### src/rtl/seq_det_pkg.sv
// seq_det_pkg: shared FSM encoding and default pattern for the sequence detector
package seq_det_pkg;
    typedef enum logic {
        FILL  = 1'b0,
        ARMED = 1'b1
    } state_e;
    localparam logic [5:0] DEFAULT_PATTERN = 6'b101001;
endpackage

### src/rtl/seq_detector_param_sat_counter.sv
// sat_counter: saturating up-counter with synchronous clear and registered at-max flag
//   i_clk, i_resetn : clock, async active-low reset
//   inc, clr        : increment request, clear (clear wins)
//   count, at_max   : current count, high while count is all-ones
module sat_counter #(
    parameter int WIDTH = 6
) (
    input  logic             i_clk,
    input  logic             i_resetn,
    input  logic             inc,
    input  logic             clr,
    output logic [WIDTH-1:0] count,
    output logic             at_max
);
    logic [WIDTH-1:0] count_q, count_d;
    logic             at_max_q;
    always_comb count_d = clr ? '0 : (inc && !(&count_q)) ? count_q + 1'b1 : count_q;
    always_ff @(posedge i_clk or negedge i_resetn) begin
        if (!i_resetn) begin
            count_q  <= '0;
            at_max_q <= 1'b0;
        end else begin
            count_q  <= count_d;
            at_max_q <= &count_d;
        end
    end
    assign count  = count_q;
    assign at_max = at_max_q;
endmodule

### src/rtl/seq_detector_param.sv
// seq_detector_param: serial pattern detector with loadable pattern and saturating match counter
//   i_clk, i_resetn            : clock, async active-low reset
//   i_valid, i_data            : qualified serial input bit
//   i_load, i_pattern          : load new pattern (flushes history, forces FILL)
//   i_clear                    : synchronous clear of the match counter
//   o_pattern_found            : one-cycle pulse after the completing bit
//   o_count, o_count_end       : saturating match count and its all-ones flag
//   o_state                    : 0 = FILL, 1 = ARMED
module seq_detector_param
    import seq_det_pkg::*;
#(
    parameter int                 PAT_LEN     = 6,
    parameter int                 CNT_WIDTH   = 6,
    parameter int                 OVERLAP     = 1,
    parameter logic [PAT_LEN-1:0] RST_PATTERN = PAT_LEN'(DEFAULT_PATTERN)
) (
    input  logic                 i_clk,
    input  logic                 i_resetn,
    input  logic                 i_valid,
    input  logic                 i_data,
    input  logic                 i_load,
    input  logic [PAT_LEN-1:0]   i_pattern,
    input  logic                 i_clear,
    output logic                 o_pattern_found,
    output logic [CNT_WIDTH-1:0] o_count,
    output logic                 o_count_end,
    output logic                 o_state
);
    localparam int FW = $clog2(PAT_LEN);
    state_e             state_q, state_d;
    logic [FW-1:0]      fill_q, fill_d;
    logic [PAT_LEN-1:0] hist_q, hist_d, hist_sh, pat_q, pat_d;
    logic               found_q, accept, entering, match;
    always_comb begin
        // a bit arriving with a load is dropped so it cannot pollute the fresh history
        accept   = i_valid && !i_load;
        hist_sh  = {hist_q[PAT_LEN-2:0], i_data};
        entering = accept && state_q == FILL && fill_q == FW'(PAT_LEN-1);
        match    = accept && (state_q == ARMED || entering) && hist_sh == pat_q;
        hist_d   = i_load ? '0 : accept ? hist_sh : hist_q;
        pat_d    = i_load ? i_pattern : pat_q;
        state_d  = state_q;
        fill_d   = fill_q;
        if (i_load || (match && OVERLAP == 0)) begin
            state_d = FILL;
            fill_d  = '0;
        end else if (entering) begin
            state_d = ARMED;
        end else if (accept && state_q == FILL) begin
            fill_d = fill_q + 1'b1;
        end
    end
    always_ff @(posedge i_clk or negedge i_resetn) begin
        if (!i_resetn) begin
            state_q <= FILL;
            fill_q  <= '0;
            hist_q  <= '0;
            pat_q   <= RST_PATTERN;
            found_q <= 1'b0;
        end else begin
            state_q <= state_d;
            fill_q  <= fill_d;
            hist_q  <= hist_d;
            pat_q   <= pat_d;
            found_q <= match;
        end
    end
    sat_counter #(.WIDTH(CNT_WIDTH)) u_cnt (
        .i_clk    (i_clk),
        .i_resetn (i_resetn),
        .inc      (match),
        .clr      (i_clear),
        .count    (o_count),
        .at_max   (o_count_end)
    );
    assign o_pattern_found = found_q;
    assign o_state         = state_q;
endmodule

### config.mk
export PLATFORM = sky130hd
export DESIGN_NAME = seq_detector_param
export DESIGN_NICKNAME = d
export VERILOG_FILES = /design/src/rtl/seq_det_pkg.sv /design/src/rtl/seq_detector_param_sat_counter.sv /design/src/rtl/seq_detector_param.sv
export SDC_FILE = /design/constraint.sdc
export NUM_CORES = 1
export LEC_CHECK = 0
export CAP_MARGIN = 30
export CORE_ASPECT_RATIO = 0.75
export CORE_MARGIN = 1.5
export CORE_UTILIZATION = 58
export CTS_BUF_LIST = sky130_fd_sc_hd__clkbuf_8
export CTS_CLUSTER_DIAMETER = 60
export DETAILED_ROUTE_END_ITERATION = 8
export PLACE_DENSITY = 0.95
export SLEW_MARGIN = 25
export SYNTH_ARGS = -nofsm -noshare
export SYNTH_HDL_FRONTEND = slang
export SYNTH_HIERARCHICAL = 1
export SYNTH_SLANG_ARGS = --single-unit
### constraint.sdc
create_clock -name i_clk -period 4 [get_ports i_clk]
set_input_delay 0.8 -clock i_clk [delete_from_list [all_inputs] [get_ports i_clk]]
set_output_delay 0.8 -clock i_clk [all_outputs]
set_load 0.005 [all_outputs]
==> results.md <==
Outcome:
- The run finished with clean final reports.

Worst setup path:
- STA classifies the critical path startpoint as an input pin.
- For the worst setup path, the data arrival time is 2.74 ns.
- Data on the critical path is required at its endpoint by 4.15 ns.
- The worst setup path is captured at a register.
- By startpoint and endpoint, the worst setup path is classified as input pin to register.
- The top fanout value on the critical path is 9.

Synthesis:
- For this run, the number of Yosys warnings is 6.
- The cell area after synthesis is 1177 µm².
- Counting every net in the synthesized netlist gives 121.
- The count of flip-flops with a built-in enable after synthesis is 0.
- The biggest area contributor in the post-synthesis netlist is dfrtp_1.
- Summing the sequential cell areas from Yosys gives 49.20% of the chip area.
- By count the netlist is led by 20 x dfrtp_1, 8 x nor2_1, 7 x nor3_1.
- The synthesized design contains 23 register bits.
- dfrtp_1 is the most common cell in the netlist.
- The proportion of synthesized flip-flops having asynchronous set or reset is 100.0%.
- In the synthesized netlist the dominant register cell turns out to be dfrtp_1.
- The unique cell type count in the Yosys netlist is 37.
- The area fraction of the dominant cell type after synthesis is 42.51%.
- In the synthesized netlist, the number of instances is 106.
- A synthesized cell averages 11.11 µm².
- In the post-synthesis netlist, the biggest area contributors are dfrtp_1 43%, dfstp_2 6.7%, mux2_2 5.7%.

Placement:
- Port buffering added 20 buffers.
- The global placement routability congestion is 0.9276.
- Summed over all nets, the half-perimeter wirelength after detailed placement is 1754 µm.
- Summing all placed instances gives a cell area of 1385 µm².

Route:
- The detail route stage leaves a number of antenna-violating nets equal to 0.
- The initial detailed-routing violation count is 26.
- In the routed design, unresolved DRC markers number 0.
- After detailed routing, the average wire length per cell comes to 16.84 µm.
- The number of optimization iterations in the first detailed-route pass is 4.
- The routed layout has 927 vias.
- For this block, the routed nets add up to 2493 µm of wire.
- Using the TritonRoute via totals, the vias-per-cell ratio works out to 6.264.

Layout:
- Of the cells placed in the final design, the portion with a size suffix greater than 1 is 15.87%.
- The multi-input combinational cells in the finished layout cover a total of 551.8 µm².
- Across the whole layout, storage elements account for 579.3 µm².
- The number of fill cells in the layout is 119.
- The number of antenna diodes in the final layout is 0.
- Compared with the post-synthesis result, the final layout area differs by 21.04%.
- The final standard cell area without fillers is 1425 µm².
- The number of nets in the layout is 142.

GRT:
- The via count of the first global-routing pass came to 886.
- Entering global routing, the biggest net connects 24 pins.
- The wire length of the first global-routing pass is 4057 µm.
- The number of antenna violations at the first check in global routing came to 0.
- The overall routing resource usage is 24.84%.
- The residual overflow from global routing is 0.

CTS:
- In this run the post-CTS setup repair buffer count came out at 0.
- The clock latency of the later-clocked register in the worst-skew pair is 0.26 ns.
- The depth of the CTS H-tree is 1.
- The number of gates resized after CTS was 0.
- After clock tree synthesis, the clock-pin slew on the worst setup and hold paths is 0.08 ns.
- For this design, the sink count on the clock tree is 23.
- Buffers inserted during clock tree synthesis total 3.
- The clock tree root buffer cell is clkbuf_8.
- TritonCTS built the clock tree.
- The number of hold buffers added after cts is 0.
- The buffer levels on the longest clock path is 2.

Floorplan:
- The number of top-level design ports is 21.
- The initial core utilization is 64.63%.
- The die is 42.02 µm tall.
- The die width is 55.03 µm.
- The floorplan has 13 rows.
- The overall die area is 2312 µm².
- The placeable core region is 1822 µm².

Power:
- The leakage power total is 0.6051 nW.
- The net switching component of the power is 0.09704 mW.
- In this run switching power makes up 22.32% of total power.
- The share of total power dissipated in combinational logic is 10.4%.
- VDD sags by at most 258.4 µV.
- The sequential power share is 57.9%.
- The share of total power in the clock network is 31.7%.
- The internal portion of total power is 0.3377 mW.
- The ratio of total power to cell area is 305.1 nW/µm².

Timing:
- Setup repair after global routing left no endpoint under its margin.
- At the pin with the least slew margin, the transition time is 0.5012 ns.
- The final hold violation count is 0.
- The max-slew violation total from the final report is 0.
- The final worst-path cycle share is 64.63%.
- The clock period minus worst slack is 2.585 ns.
- The setup clock skew after layout is 0.006760 ns.
- The headroom to the max-slew limit is 66.59%.
- Setup violations remaining at the end of the flow were counted as 0.
- Adding up every negative setup slack in the final design gives 0 ns.
- On the final layout, the worst hold slack is 0.4950 ns.
- The upper clock frequency limit is 386.8 MHz.

Hold path:
- The path class of the lowest-slack min-delay path is input pin to async pin.

Job:
- Across the run, the number of max-cap violations was 0.
-- worst max-delay path: stages --
cell	delay, ns
clkdlybuf4s50_1	0.76
inv_1	0.08
nor4_1	0.27
buf_4	0.21
nand4_1	0.14
o21a_1	0.22
o221a_1	0.26
-- cell usage in the layout (no fill, tap or decap), types with 2 or more instances in the layout --
cell	netlist	routed
dfrtp_1	20	20
clkdlybuf4s50_1	0	19
nor2_1	8	8
nor3_1	7	7
xnor2_1	6	6
mux2_2	6	6
mux2i_1	6	6
a21oi_1	5	5
inv_1	3	4
nand4_1	3	3
ha_1	3	3
clkbuf_8	0	3
dfstp_2	3	3
nand2_1	3	3
a31oi_1	3	3
or3_1	2	2
o21ai_0	2	2
buf_4	0	2
nand2b_1	2	2
-- stage by stage --
stage	power [mW]	worst slack [ns]	utilization (%)	cells
final	0.4347	1.415	78.23	148
after global routing	0.4557	1.267	78.23	148
after CTS	0.4375	1.451	78.50	148
after detailed placement	0.3019	1.179	76.03	144
after global placement	0.2982	1.236	76.03	144
after floorplan	0.2806	1.724	-	106
-- area by class of cell --
class                      count  area share (%)
clock buffer                   3           2.897
clock inverter                 1          0.2634
inverter                       3          0.7902
multi-input combinational     74           38.72
sequential                    23           40.65
tap                           22           1.932
timing repair buffer          22           14.75
-- layer usage --
layer | GRT usage [%] | vias up | share of wire [%]
li1 | - | 426 | -
met4 | 7.317 | 0 | 2.2
met5 | 0 | - | 0
met3 | 8.214 | 10 | 7.2
met2 | 39.29 | 53 | 49
met1 | 32.08 | 438 | 42
-- path summary, 6_finish.rpt --
| check | from | to | slack [ns] | depth (start not counted) |
|---|---|---|---|---|
| min in group i_clk | pat_q[1]$_DFFE_PN0P_ | pat_q[1]$_DFFE_PN0P_ | 0.56 | 1 |
| min | i_resetn | hist_q[1]$_DFFE_PN0P_ | 0.49 | 1 |
| max reg2reg | fill_q[1]$_DFFE_PN0P_ | u_cnt/at_max$_DFF_PN0_ | 1.92 | 9 |
| max | i_valid | u_cnt/at_max$_DFF_PN0_ | 1.41 | 7 |
| min reg2reg | pat_q[1]$_DFFE_PN0P_ | pat_q[1]$_DFFE_PN0P_ | 0.56 | 1 |
| max in group asynchronous | i_resetn | pat_q[5]$_DFFE_PN1P_ | 3.14 | 1 |
-- sequential cells by signal, summed over array words and instances, names as in the netlist --
name / flops
u_cnt/count: 6
fill_q: 3
hist_q: 5
pat_q: 6
o_pattern_found: 1
o_state: 1
u_cnt/at_max: 1
-- power by group through the flow --
stage	logic (mW)	registers [mW]	clock network, mW
2_1_floorplan	0.0275	0.253	0
6_report	0.0454	0.252	0.138
3_5_place_dp	0.0460	0.256	0
4_1_cts	0.0460	0.251	0.140
3_3_place_gp	0.0434	0.255	0
5_1_grt	0.0502	0.253	0.153
-- kinds of logic (layout without fill, tap and decap cells) --
family	Yosys count	after routing	share of synthesized area, %
fa+ha+maj	3	3	3.188
simple gates	33	33	16.05
mux	13	13	12.11
buf+inv	9	29	3.932
compound gates	19	19	11.05
flops	23	23	49.20
xor+xnor	6	6	4.463
Note: power is estimated with default switching activity, not from simulation.
